File: src/rtl/sa_gemm_driver.sv
// Memory-side driver for one systolic-array GEMM tile: loads N weight rows, feeds N
// activation/partial-sum rows, and buffers the array's N output rows in a small result FIFO.
module sa_gemm_driver #(
  parameter int N         = 4,
  parameter int DW        = 16,
  parameter int OUT_DEPTH = 4
) (
  input  logic                 clk,
  input  logic                 rst,
  input  logic                 start,
  output logic                 busy,
  output logic                 done,
  output logic                 err_ovf,
  input  logic                 wt_valid,
  output logic                 wt_ready,
  input  logic [DW*N-1:0]      wt_data,
  input  logic                 act_valid,
  output logic                 act_ready,
  input  logic [DW*N-1:0]      act_data,
  input  logic [DW*N-1:0]      ps_data,
  output logic                 res_valid,
  input  logic                 res_ready,
  output logic [DW*N-1:0]      res_data,
  output logic [$clog2(N)-1:0] res_row,
  output logic                 weight_en,
  output logic                 input_en,
  output logic                 partial_en,
  output logic [$clog2(N)-1:0] row_in_en,
  output logic [$clog2(N)-1:0] row_ps_en,
  output logic [DW*N-1:0]      array_in,
  output logic [DW*N-1:0]      array_in_partials,
  output logic                 stall_sa,
  input  logic                 drained,
  input  logic                 fifo_has_space,
  input  logic                 out_en,
  input  logic [$clog2(N)-1:0] row_out,
  input  logic [DW*N-1:0]      array_output
);

  localparam int RW = $clog2(N);
  localparam int CW = $clog2(OUT_DEPTH);
  localparam int EW = RW + DW*N;
  localparam logic [RW-1:0] LAST_ROW  = RW'(N-1);
  localparam logic [RW:0]   N_ROWS    = (RW+1)'(N);
  localparam logic [CW:0]   DEPTH     = (CW+1)'(OUT_DEPTH);
  localparam logic [CW:0]   STALL_LVL = (CW+1)'(OUT_DEPTH-2);

  typedef enum logic [2:0] {
    S_IDLE,
    S_LOAD_W,
    S_FEED,
    S_DRAIN,
    S_DONE
  } state_t;

  state_t state_q, state_d;
  logic [RW-1:0]   in_cnt_q, in_cnt_d;
  logic [RW:0]     out_cnt_q, out_cnt_d;
  logic            weight_en_q, weight_en_d;
  logic            input_en_q, input_en_d;
  logic            partial_en_q, partial_en_d;
  logic [RW-1:0]   row_in_en_q, row_in_en_d;
  logic [RW-1:0]   row_ps_en_q, row_ps_en_d;
  logic [DW*N-1:0] array_in_q, array_in_d;
  logic [DW*N-1:0] array_in_partials_q, array_in_partials_d;
  logic            stall_sa_q, stall_sa_d;
  logic            err_ovf_q, err_ovf_d;
  logic [CW-1:0]   wr_ptr_q, wr_ptr_d;
  logic [CW-1:0]   rd_ptr_q, rd_ptr_d;
  logic [CW:0]     count_q, count_d;
  logic [EW-1:0]   mem_q [OUT_DEPTH];
  logic [EW-1:0]   mem_d [OUT_DEPTH];

  logic wt_hs, act_hs, push_req, push, pop, full, empty;
  logic [EW-1:0] head;

  assign wt_ready  = (state_q == S_LOAD_W) & fifo_has_space & ~stall_sa_q;
  assign act_ready = (state_q == S_FEED) & fifo_has_space & ~stall_sa_q;
  assign wt_hs     = wt_valid & wt_ready;
  assign act_hs    = act_valid & act_ready;

  // Result FIFO bookkeeping; a push onto a full FIFO is only legal when a pop frees a slot.
  assign full     = (count_q == DEPTH);
  assign empty    = (count_q == '0);
  assign pop      = ~empty & res_ready;
  assign push_req = out_en & (state_q != S_IDLE);
  assign push     = push_req & (~full | pop);

  always_comb begin
    wr_ptr_d   = wr_ptr_q;
    rd_ptr_d   = rd_ptr_q;
    mem_d      = mem_q;
    err_ovf_d  = err_ovf_q;
    if (push) begin
      mem_d[wr_ptr_q] = {row_out, array_output};
      wr_ptr_d        = wr_ptr_q + 1'b1;
    end
    if (pop) begin
      rd_ptr_d = rd_ptr_q + 1'b1;
    end
    if (push_req & ~push) begin
      err_ovf_d = 1'b1;
    end
    count_d    = count_q + (CW+1)'(push) - (CW+1)'(pop);
    stall_sa_d = (count_d >= STALL_LVL);
  end

  // Tile sequencer; array-side enables default low and data buses hold their last value.
  always_comb begin
    state_d             = state_q;
    in_cnt_d            = in_cnt_q;
    out_cnt_d           = out_cnt_q;
    weight_en_d         = 1'b0;
    input_en_d          = 1'b0;
    partial_en_d        = 1'b0;
    row_in_en_d         = row_in_en_q;
    row_ps_en_d         = row_ps_en_q;
    array_in_d          = array_in_q;
    array_in_partials_d = array_in_partials_q;
    case (state_q)
      S_IDLE: begin
        if (start) begin
          state_d   = S_LOAD_W;
          in_cnt_d  = '0;
          out_cnt_d = '0;
        end
      end
      S_LOAD_W: begin
        if (wt_hs) begin
          weight_en_d = 1'b1;
          array_in_d  = wt_data;
          row_in_en_d = in_cnt_q;
          if (in_cnt_q == LAST_ROW) begin
            state_d  = S_FEED;
            in_cnt_d = '0;
          end else begin
            in_cnt_d = in_cnt_q + 1'b1;
          end
        end
      end
      S_FEED: begin
        if (act_hs) begin
          input_en_d          = 1'b1;
          partial_en_d        = 1'b1;
          array_in_d          = act_data;
          array_in_partials_d = ps_data;
          row_in_en_d         = in_cnt_q;
          row_ps_en_d         = in_cnt_q;
          if (in_cnt_q == LAST_ROW) begin
            state_d  = S_DRAIN;
            in_cnt_d = '0;
          end else begin
            in_cnt_d = in_cnt_q + 1'b1;
          end
        end
      end
      S_DRAIN: begin
        if ((out_cnt_q == N_ROWS) && drained) begin
          state_d = S_DONE;
        end
      end
      S_DONE: begin
        state_d = S_IDLE;
      end
      default: begin
        state_d = S_IDLE;
      end
    endcase
    // Dropped rows still count so an overflowing tile terminates.
    if (push_req && (out_cnt_q != N_ROWS)) begin
      out_cnt_d = out_cnt_q + 1'b1;
    end
  end

  always_ff @(posedge clk or posedge rst) begin
    if (rst) begin
      state_q             <= S_IDLE;
      in_cnt_q            <= '0;
      out_cnt_q           <= '0;
      weight_en_q         <= 1'b0;
      input_en_q          <= 1'b0;
      partial_en_q        <= 1'b0;
      row_in_en_q         <= '0;
      row_ps_en_q         <= '0;
      array_in_q          <= '0;
      array_in_partials_q <= '0;
      stall_sa_q          <= 1'b0;
      err_ovf_q           <= 1'b0;
      wr_ptr_q            <= '0;
      rd_ptr_q            <= '0;
      count_q             <= '0;
      for (int i = 0; i < OUT_DEPTH; i++) begin
        mem_q[i] <= '0;
      end
    end else begin
      state_q             <= state_d;
      in_cnt_q            <= in_cnt_d;
      out_cnt_q           <= out_cnt_d;
      weight_en_q         <= weight_en_d;
      input_en_q          <= input_en_d;
      partial_en_q        <= partial_en_d;
      row_in_en_q         <= row_in_en_d;
      row_ps_en_q         <= row_ps_en_d;
      array_in_q          <= array_in_d;
      array_in_partials_q <= array_in_partials_d;
      stall_sa_q          <= stall_sa_d;
      err_ovf_q           <= err_ovf_d;
      wr_ptr_q            <= wr_ptr_d;
      rd_ptr_q            <= rd_ptr_d;
      count_q             <= count_d;
      for (int i = 0; i < OUT_DEPTH; i++) begin
        mem_q[i] <= mem_d[i];
      end
    end
  end

  assign head              = mem_q[rd_ptr_q];
  assign res_valid         = ~empty;
  assign res_data          = head[DW*N-1:0];
  assign res_row           = head[EW-1 -: RW];
  assign busy              = (state_q != S_IDLE);
  assign done              = (state_q == S_DONE);
  assign err_ovf           = err_ovf_q;
  assign stall_sa          = stall_sa_q;
  assign weight_en         = weight_en_q;
  assign input_en          = input_en_q;
  assign partial_en        = partial_en_q;
  assign row_in_en         = row_in_en_q;
  assign row_ps_en         = row_ps_en_q;
  assign array_in          = array_in_q;
  assign array_in_partials = array_in_partials_q;

endmodule

File: config.mk
export PLATFORM = sky130hd
export DESIGN_NAME = sa_gemm_driver
export DESIGN_NICKNAME = d
export VERILOG_FILES = /design/src/rtl/sa_gemm_driver.sv
export SDC_FILE = /design/constraint.sdc
export NUM_CORES = 1
export LEC_CHECK = 0
export CORE_ASPECT_RATIO = 1.5
export CORE_MARGIN = 2
export CORE_UTILIZATION = 50
export CTS_CLUSTER_SIZE = 12
export DETAILED_ROUTE_END_ITERATION = 10
export DONT_BUFFER_PORTS = 1
export SYNTH_ARGS = -nofsm -noshare
export SYNTH_HDL_FRONTEND = slang
export SYNTH_SLANG_ARGS = --single-unit
File: constraint.sdc
create_clock -name clk -period 33.9 [get_ports clk]
set_input_delay 6.78 -clock clk [delete_from_list [all_inputs] [get_ports clk]]
set_output_delay 6.78 -clock clk [all_outputs]
set_load 0.1 [all_outputs]
==> metrics, run 1 <==
Synth Flop Type dfrtp_1; Slew Viols, Final 0; Slew @ Worst Pin 1.13 ns; Crit Path Class input port to output pin; syn_nets 1448; Worst Clk Skew 0.0115 ns; H-tree depth 2; initial antenna violation count 7; Syn Std Cell Area 17800 um^2; Post-CTS Setup Repair Bufs 0; Final nets 1432; startpoint types input port; cells taking the most area after synthesis dfrtp_1 58%, mux2_2 19%, mux4_2 8.3%; post-synthesis sequential area ratio 58.2%; Clock Tree Root clkbuf_16; PortBufs 0; Die Height 235 um; Min Hold Slack 0.498 ns; post_cts resized 0; most instantiated cells after synthesis 415 x dfrtp_1, 305 x mux2_2, 68 x a21oi_1; Worst Hold Class register to register; Syn. warnings 0; number of synthesized register bits 415; Final Hold Fails 0; clock buffer depth 3; # IOs 475; first-pass GRT wire length 64.4 mm; crit-path cells and3b_1; Max FO, Critical Path 4; top-count cell post-synth dfrtp_1; Iteration-0 DRC Markers 475; period utilisation layout 42.7%; CTS clock-pin slew for the worst setup and hold paths 0.06 ns; CTS tree built; max_slew headroom 25.0%; maximum number of pins on one net before global-route repair 152; number of enable flip-flop cells after synthesis 0; Crit. End Element output pin; share of layout cells above drive strength 1 38.7%; Setup violations, final 0; dominant cell type by area after synthesis dfrtp_1; total number of vias 9630; Rows 84; synthesized area per cell 15.2 um^2; Max-Cap Viols 0; TNS Setup 0 ns; RSZ-0062 raised after global routing no; max frequency 69.1 MHz; CP delay by family, top simple AND/OR/NAND/NOR gates; worst-skew pair later-pin latency 0.54 ns; CP peak stage delay 0.90 ns; grt total ovfl 0; ys async rst share 100%; outcome completed; fillcell total 2921; dpl hpwl 29.6 mm; drt wl/cell 26.0 um; Worst EP required 27.12 ns; drt first pass iters 5; Yosys cell types 43; Post-CTS Hold Buffers 0; Die ar. 37200 um^2; CP Data Arrival Time 7.69 ns; number of global-route vias before repair 10.3k; crit path time final 14.47 ns; Placeable Area 35100 um^2; DRC 0; total number of clock tree sinks 415; post-synth top area share 58.2%; TritonCTS Buffers 42; CP max-delay cell and3b_1; post-synthesis cell count 1171; GP Congestion 0.838; GRT Total Usage 23.2%; DRT Wirelength 43.0 mm; vias per cell 5.84; CP Buf/Inv Count 0; Die Width 158 um; Area Overhead vs Synth 9.38%; Routed Antenna Nets 0; Starting Density 50.8%
-- flip-flops by register name, indices dropped and copies added (netlist names), 2 cells and up --
register,count
array_in,64
row_in_en,2
wr_ptr_q,2
in_cnt_q,2
count_q,3
array_in_partials,64
out_cnt_q,3
mem_q,264
row_ps_en,2
rd_ptr_q,2
state_q,3
-- logic make-up (layout without fill, tap and decap cells) --
logic type,count (synthesis),count (layout),synth area share (%)
AOI/OAI and AO/OA,83,83,2.57
muxes,464,464,33.0
DFF,415,415,58.2
and+or+nand+nor,105,105,2.72
adders and majority gates,10,10,0.743
other,0,3,0
buffers and inverters,89,92,2.50
xor gates and xnor gates,5,5,0.245
-- metrics by stage --
step	instances	area (um^2)	setup slack [ns]	utilization (%)
after floorplan	1171	17800	15.57	-
after global placement	1584	18300	19.41	52.0
after detailed placement	1584	18300	19.42	52.0
after CTS	1647	19500	19.42	55.6
after global routing	1649	19500	19.43	55.6
final	1650	19500	19.43	55.6
-- cell type report --
type                    count  area, um^2  share of cell area (%)
diodes                      3        7.51                  0.0385
clock buffers              61        1230                    6.28
clock inverters             2        13.8                  0.0705
inverters                  13        56.3                   0.289
multi-input cells         667        7070                    36.2
flip-flops and latches    415       10400                    53.3
well taps                 473         592                    3.03
repair buffers             16         158                   0.808
-- cells in the final DEF, fill, tap and decap left out, drive strengths merged, types with 2 or more instances in the layout --
master	Yosys	layout
mux2i	64	64
diode	0	3
nand4b	2	2
nand3b	3	3
clkbuf	12	62
nand3	2	2
xnor2	4	4
nor2	68	68
a22o	2	2
buf	64	15
ha	9	9
and3b	2	2
a21oi	68	68
dfrtp	415	415
nand2b	2	2
nand2	9	9
mux2	334	334
nor3	5	5
inv	13	14
o21ai	3	3
o41ai	2	2
and2	2	2
mux4	66	66
nor3b	4	4
or3	2	2
-- worst paths after layout --
path / slack [ns] / cells past startpoint / startpoint / endpoint
worst max-delay path: 19.43 / 1 / fifo_has_space / act_ready
worst min-delay path: 0.50 / 1 / mem_q[126] / mem_q[126]
worst max register to register: 30.52 / 5 / state_q[1] / array_in_partials[16]
worst min register to register: 0.50 / 1 / mem_q[126] / mem_q[126]
max in group asynchronous: 25.43 / 3 / rst / array_in[13]
min in group asynchronous: 6.32 / 1 / rst / array_in_partials[24]
-- per-layer routing --
metal / share of wire (%) / up-vias / track usage (%)
li1: - / 4203 / -
met1: 38 / 4995 / 28.5
met2: 49 / 352 / 38.2
met3: 9.5 / 76 / 8.43
met4: 3.4 / 4 / 7.48
met5: 0.063 / - / 0
Power of run 1 is not shown: default switching activity piles up to over one toggle a cycle in this logic, so the estimate is an artifact.
==> inputs of run 2 (changes only) <==
clock period = 13.4 ns   (was 33.9 ns; I/O delays follow)
==> run 2 against run 1 <==
  * Clock skew shrank 0.0037 ns
  * Register-to-register slack got worse by 21 ns
  * Critical endpoint unchanged
  * Routed wire length grew 0.21%
  * Final cell count about the same
  * Hold slack about the same
  * Non-clock buffer count increased by 2
  * First-iteration DRC count decreased by 0.63%
  * Sequential share of layout area rose by 0.13 points
  * Largest cell class unchanged
==> metrics, run 2 (same netlist as run 1, synthesis figures left out) <==
outcome completed; Reg2Reg Depth 5 (unchanged); DRT Wirelength 43.1 mm (+0.21%); CP delay by family, top simple AND/OR/NAND/NOR gates; TNS Setup 0 ns (unchanged); RSZ-0062 raised after global routing no; total number of clock tree sinks 415 (unchanged); fillcell total 2905 (-0.55%); Area Overhead vs Synth 9.11%; initial antenna violation count 9 (+2); Die Width 158 um (unchanged); hold path start mem_q[107]; Routed Antenna Nets 0 (unchanged); GP Congestion 0.850 (+1.4%); max frequency 162 MHz; Crit Path Class input port to output pin; crit-path cells and3b_1; clock buffer depth 3 (unchanged); Die Height 235 um (unchanged); # IOs 475 (unchanged); Min Hold Slack 0.498 ns (-0.0000420 ns); GRT Total Usage 23.2% (about the same); H-tree depth 2 (unchanged); most common cell after layout, fill and taps aside dfrtp_1; PortBufs 0 (unchanged); Final Hold Fails 0 (unchanged); period utilisation layout 46.2%; post-route insts no fill 1651 (+0.061%); Worst Hold Class register to register; Iteration-0 DRC Markers 472 (-0.63%); share of layout cells above drive strength 1 38.7% (about the same); DRC 0 (unchanged); CP max-delay cell and3b_1; post_cts resized 0 (unchanged); Largest register FFs 264 (unchanged); CTS tree built; drt wl/cell 26.1 um (+0.15%); CP peak stage delay 0.83 ns (-0.07 ns); Clock Tree Root clkbuf_16; dpl hpwl 29.7 mm (+0.13%); r2r startpoint state_q[1]; startpoint types input port; Max FO, Critical Path 4 (unchanged); Reg with most FFs mem_q; maximum number of pins on one net before global-route repair 92 (-39%); commonest cells after routing, fill and taps aside 412 x dfrtp_1, 305 x mux2_2, 68 x a21oi_1; Area after DPL 18300 um^2 (about the same); Placeable Area 35100 um^2 (unchanged); footprint of the multi-input gates 7070 um^2 (unchanged); TritonCTS Buffers 41 (-2.4%); Rows 84 (unchanged); Starting Density 50.8% (unchanged); Setup violations, final 0 (unchanged); WHS Endpoint mem_q[107]; worst-skew pair later-pin latency 0.54 ns (about the same); Max-Cap Viols 0 (unchanged); design area 19500 um^2 (-0.24%); Worst EP required 10.72 ns (-16.40 ns); Crit. End Element output pin; total number of vias 9631 (+0.010%); CP Data Arrival Time 3.51 ns (-4.18 ns); number of global-route vias before repair 10.4k (+0.52%); crit path time final 6.19 ns; vias per cell 5.83 (about the same); Post-CTS Hold Buffers 0 (unchanged); Final nets 1433 (+0.070%); Slew Viols, Final 0 (unchanged); CP Buf/Inv Count 0 (unchanged); first-pass GRT wire length 64.8 mm (+0.57%); Slew @ Worst Pin 1.01 ns (-0.115 ns); R2R Setup Slk 9.88 ns (-20.64 ns); grt total ovfl 0 (unchanged); Hold Path Stages 1 (unchanged); placed cells 1586 (+0.13%); drt first pass iters 4 (-1); Worst Clk Skew 0.00780 ns (-0.00372 ns); Post-CTS Setup Repair Bufs 0 (unchanged); max_slew headroom 32.6% (+7.6 points); CTS clock-pin slew for the worst setup and hold paths 0.06 ns (about the same); Worst R2R End array_in_partials[25]; Die ar. 37200 um^2 (unchanged); Sequential Area 10400 um^2 (unchanged)
[run 2: cell types whose count changed in the layout (fill, tap and decap cells not counted), sizes merged]
cell,previous run,this run
diode,3,7
inv,14,13
clkinvlp,0,1
clkbuf,62,56
buf,15,18
[run 2: layout make-up]
class,instances,share of cell area (%)
Clock inverter,2,0.0707
Antenna cell,7,0.0900
Multi-Input combinational cell,667,36.3
Sequential cell,415,53.4
Clock buffer,56,5.93
Tap cell,473,3.04
Timing Repair Buffer,18,0.900
Inverter,13,0.270
[run 2: metal layers]
| layer | vias to the layer above | GRT usage (%) | part of all wire (%) |
|---|---|---|---|
| li1 | 4202 | - | - |
| met1 | 5002 | 29.4 | 38 |
| met3 | 71 | 8.27 | 10 |
| met5 | - | 0 | 0.067 |
| met4 | 4 | 8.49 | 3.6 |
| met2 | 352 | 36.8 | 48 |
[run 2: worst max-delay path by stage]
stage | start | end | slack [ns] | depth (start not counted)
after CTS | fifo_has_space | act_ready | 7.21 | 1
after detailed placement | fifo_has_space | act_ready | 7.21 | 1
after global placement | fifo_has_space | act_ready | 7.21 | 1
final | fifo_has_space | act_ready | 7.21 | 1
after global routing | fifo_has_space | act_ready | 7.20 | 1
after floorplan | rst | array_in[0] | 5.12 | 1
[run 2: metrics by stage]
| step | setup slack [ns] | utilization (%) |
|---|---|---|
| after floorplan | 5.12 | - |
| after global placement | 7.21 | 52.1 |
| after detailed placement | 7.21 | 52.1 |
| after CTS | 7.21 | 55.4 |
| after global routing | 7.20 | 55.4 |
| final | 7.21 | 55.4 |
Power of run 2 is left out for the same reason.
